--- src/rtl/aq_local_bus_arbiter.sv ---
// aq_local_bus_arbiter: round-robin share of one local-bus target between two masters,
// with an ACK timeout that completes the transaction with ERR_DATA.
module aq_local_bus_arbiter #(
  parameter int          TIMEOUT  = 256,
  parameter logic [31:0] ERR_DATA = 32'hDEAD_BEEF
) (
  input  logic        ACLK,
  input  logic        ARESETN,
  input  logic        M0_CS,
  input  logic        M0_RNW,
  input  logic [31:0] M0_ADDR,
  input  logic [3:0]  M0_BE,
  input  logic [31:0] M0_WDATA,
  output logic        M0_ACK,
  output logic [31:0] M0_RDATA,
  input  logic        M1_CS,
  input  logic        M1_RNW,
  input  logic [31:0] M1_ADDR,
  input  logic [3:0]  M1_BE,
  input  logic [31:0] M1_WDATA,
  output logic        M1_ACK,
  output logic [31:0] M1_RDATA,
  output logic        S_CS,
  output logic        S_RNW,
  output logic [31:0] S_ADDR,
  output logic [3:0]  S_BE,
  output logic [31:0] S_WDATA,
  input  logic        S_ACK,
  input  logic [31:0] S_RDATA,
  output logic        TIMEOUT_PULSE
);
  typedef enum logic [1:0] {IDLE, BUSY, TOUT} state_t;
  state_t      state, state_nx;
  logic        grant, grant_nx, last, last_nx;
  logic [15:0] cnt, cnt_nx;
  logic        g_cs, g_rnw, tmo, busy, tout, ack_g;
  logic [31:0] g_addr, g_wdata, rd_g;
  logic [3:0]  g_be;
  assign g_cs    = grant ? M1_CS    : M0_CS;
  assign g_rnw   = grant ? M1_RNW   : M0_RNW;
  assign g_addr  = grant ? M1_ADDR  : M0_ADDR;
  assign g_be    = grant ? M1_BE    : M0_BE;
  assign g_wdata = grant ? M1_WDATA : M0_WDATA;
  // Compare happens before the increment, so the counter never passes TIMEOUT-1.
  assign tmo = state == BUSY && g_cs && !S_ACK && cnt == 16'(TIMEOUT - 1);
  always_ff @(posedge ACLK)
    if (!ARESETN) begin
      state <= IDLE;
      grant <= 1'b0;
      last  <= 1'b1;
      cnt   <= '0;
    end else begin
      state <= state_nx;
      grant <= grant_nx;
      last  <= last_nx;
      cnt   <= cnt_nx;
    end
  always_comb begin
    state_nx = state;
    grant_nx = grant;
    last_nx  = last;
    cnt_nx   = cnt;
    case (state)
      IDLE:
        if (M0_CS || M1_CS) begin
          state_nx = BUSY;
          grant_nx = (M0_CS && M1_CS) ? ~last : M1_CS;
          cnt_nx   = '0;
        end
      BUSY:
        if (!g_cs) begin
          state_nx = IDLE;
          last_nx  = grant;
        end else if (tmo) state_nx = TOUT;
        else if (!S_ACK) cnt_nx = cnt + 16'd1;
      TOUT:
        if (!g_cs) begin
          state_nx = IDLE;
          last_nx  = grant;
        end
      default: state_nx = IDLE;
    endcase
  end
  // Outputs are gated by ARESETN so the reset cycle is fully quiet.
  always_comb begin
    busy          = ARESETN && state == BUSY;
    tout          = ARESETN && state == TOUT;
    S_CS          = busy && g_cs;
    S_RNW         = busy && g_rnw;
    S_ADDR        = busy ? g_addr  : '0;
    S_BE          = busy ? g_be    : '0;
    S_WDATA       = busy ? g_wdata : '0;
    ack_g         = busy ? S_ACK : tout;
    rd_g          = busy ? S_RDATA : tout ? ERR_DATA : '0;
    M0_ACK        = !grant && ack_g;
    M1_ACK        = grant && ack_g;
    M0_RDATA      = grant ? '0 : rd_g;
    M1_RDATA      = grant ? rd_g : '0;
    TIMEOUT_PULSE = ARESETN && tmo;
  end
endmodule

--- config.mk ---
export PLATFORM = sky130hd
export DESIGN_NAME = aq_local_bus_arbiter
export DESIGN_NICKNAME = d
export VERILOG_FILES = /design/src/rtl/aq_local_bus_arbiter.sv
export SDC_FILE = /design/constraint.sdc
export NUM_CORES = 1
export LEC_CHECK = 0
export CAP_MARGIN = 20
export CORE_AREA = 3 3 119 121
export DETAILED_ROUTE_END_ITERATION = 10
export DIE_AREA = 0 0 122 124
export PLACE_DENSITY = 0.71
export SYNTH_ARGS = -nofsm -noshare
export SYNTH_HDL_FRONTEND = slang
export SYNTH_SLANG_ARGS = --single-unit
export TNS_END_PERCENT = 30
--- constraint.sdc ---
create_clock -name ACLK -period 3 [get_ports ACLK]
set_clock_uncertainty 0.05 [all_clocks]
set_input_delay 0.75 -clock ACLK [delete_from_list [all_inputs] [get_ports ACLK]]
set_output_delay 0.75 -clock ACLK [all_outputs]
set_load 0.02 [all_outputs]
==> reports/qor.yml <==
synthesis:
  avgSynthCellArea_sq_um: 6.72
  synthesis.nets: 604
  synth_cells: 424
  synth.cell_area_sq_mm: 0.00285
  ys.flop_type: "dfxtp_1"
  yosysSeqAreaShare_pct: 14.1
  yosys_warnings: 0
  synth_edf_count: 0
  ys_seq_elements: 20
  ys_types: 47
  ys_async_sr_fraction_pct: 0
sta:
  tightest_slew_ps: 457
  rsz0062_at_grt: "no"
  setup_ws_ps: 66.1
  finalCritPeriodShare_pct: 97.8
  hold_viol_final: 0
  setup_viol: 0
  period_needed_ps: 2930
  tns_ps: 0
  slew_viol_final: 0
  max_freq_mhz: 341
  slew_headroom_pct: 69.2
layout:
  final_nets: 932
  drive_above_1_share_pct: 14.6
  final_common_cell: "clkdlybuf4s50_1"
  final_cells: 927
  multiInputGateArea_sq_mm: 0.00229
  diodes: 0
  fillers: 1299
  syn_to_final_growth_pct: 128
  layout_common_cells: "clkdlybuf4s50_1 (174), nor2_1 (128), dlygate4sd2_1 (80)"
  regArea_sq_um: 404
floorplanning:
  dieArea_sq_mm: 0.0151
  die_w_um: 122
  rows: 42
  chipHeight_um: 124
  core_region_area_sq_mm: 0.0132
  pin_count: 312
  initial_core_util_pct: 21.6
min_path:
  holdCritStartpoint: "cnt[15]$_SDFFE_PN0P_"
  hold_path.class: "reg -> reg"
placed_design:
  portBuffers: 311
  gp_congestion: 0.952
  post-dp-hpwl_mm: 15.8
  dp.cells: 920
  pre_cts_slack_ps: -514
setup_path:
  critPathLaunch: "ARESETN"
  cp-start-kind: "primary input"
  worstPathMaxFanout: 15
  end_kind: "output port"
  regToRegStartpoint: "state[1]$_SDFFE_PN0P_"
  worstSetupPathType: "in -> out"
  arrival_ps: 2130
  critical_path_required_ps: 2200
cts:
  htreeDepth: 1
  root_buffer: "clkbuf_16"
  cts_hold_buffers: 0
  clk_path_buf_depth: 2
  cts_tree: "built"
  clkTransAtPathRegs_ps: 60
  cts.sinks: 20
  cts_made_buffers: 3
  clk_latency_ps: 250
drt:
  postRouteAntennaNets: 0
  wire_per_inst_um: 19.3
  vias: 4407
  routed_wirelength_mm: 17.9
  drtPass1Iterations: 7
  first_iter_violations: 344
  drc_errors: 0
  vias_per_cell: 4.75
power:
  vdd_drop_max_v: 0.000143
  powerDensity_mw_per_mm2: 276
  leakagePower_uw: 0.00292
  switching_power_uw: 723
  pwr-share-seq_pct: 16.1
  power_frac_comb_pct: 68.1
  cellInternalPower_uw: 1070
  clkPwrFrac_pct: 15.7
  swShare_pct: 40.4
  p_total_uw: 1790
global_route:
  grt_max_degree: 50
  grt_pass1_vias: 4138
  grt_overflow: 0
  grt_usage_pct: 21.2
  antenna_found_initial: 2
  grt_pass1_wl_mm: 24.5
flow_run:
  max_cap_viol_count: 0
run_status:
  outcome: "complete, no violations"
-- timing repair --
item	CTS	global route
setup endpoints to repair	126	12
setup buffers	3	0
resized for setup	142	14
-- flip-flops by register name, indices dropped and copies added (netlist names) --
register / cells
last: 1
grant: 1
cnt: 16
state: 2
-- final cells by class --
type                            instances  share of cell area, %
Clock buffer                            4                   1.21
Inverter                                7                  0.405
Multi-Input combinational cell        364                   35.3
Sequential cell                        20                   6.23
Tap cell                              176                   3.39
Timing Repair Buffer                  356                   53.4
-- stage by stage --
step	instance area, sq um	hold slack, ps	util (%)
6_report	6490	438	49.2
5_1_grt	6490	492	49.2
4_1_cts	6520	443	49.4
3_5_place_dp	6510	437	49.4
3_3_place_gp	6510	414	49.4
2_1_floorplan	2850	401	-
-- path summary, 6_finish.rpt --
kind                                             end  slack [ps]  cells after the start
worst max-delay path                    M1_RDATA[18]          70                      7
worst min-delay path            cnt[15]$_SDFFE_PN0P_         440                      2
worst max register to register   cnt[9]$_SDFFE_PN0P_         640                      8
worst min register to register  cnt[15]$_SDFFE_PN0P_         440                      2
-- power by group through the flow --
stage / combinational (uW) / sequential, uW / clock [uW]
after detailed placement: 1280 / 295 / 0
final: 1220 / 288 / 282
after CTS: 1220 / 289 / 285
after global placement: 1270 / 293 / 0
after global routing: 1300 / 290 / 296
after floorplan: 569 / 284 / 0
-- synthesized netlist by cell type, types with 2 or more instances --
master	n	area [sq um]
or3_1	2	12.5
mux2i_1	74	741
and2_1	12	75.1
dfxtp_1	20	400
a21oi_1	5	25.0
o22ai_1	2	12.5
or4bb_1	2	22.5
o21ai_0	9	45.0
and3_1	10	62.6
nand4_1	6	37.5
nor2_1	128	480
buf_1	6	22.5
or4_1	4	30.0
nand2_1	25	93.8
nand3_1	6	30.0
ha_1	5	62.6
buf_2	2	10.0
o32ai_1	2	17.5
nand2b_1	4	25.0
clkbuf_1	24	90.1
nor2b_1	25	156
o21a_1	2	15.0
nor3_1	4	20.0
and4_1	3	26.3
inv_1	7	26.3
a221oi_1	5	43.8
o211ai_1	5	37.5
nor4_1	2	12.5
a211oi_1	5	37.5
-- critical path, cell delays in order --
cell and delay [ps]:
dlygate4sd2_1 270, buf_6 140, o211ai_1 200, buf_4 200, buf_4 180, nor2_1 120
clkdlybuf4s15_2 270
-- kinds of logic after synthesis --
family,Yosys count,share of synthesized area (%)
and+or+nand+nor,241,41.0
AOI/OAI and AO/OA,43,10.7
buffers and inverters,40,5.62
muxes,75,26.4
adders and majority gates,5,2.20
DFF,20,14.1
-- layer usage --
| metal | GRT usage (%) | wire length (um) | up-vias |
|---|---|---|---|
| li1 | - | - | 2128 |
| met4 | 2.59 | 130 | 4 |
| met3 | 7.13 | 1890 | 14 |
| met5 | 0 | 25 | - |
| met1 | 28.3 | 7460 | 2023 |
| met2 | 34.2 | 8390 | 238 |
Power figures use the tool's default switching activity.
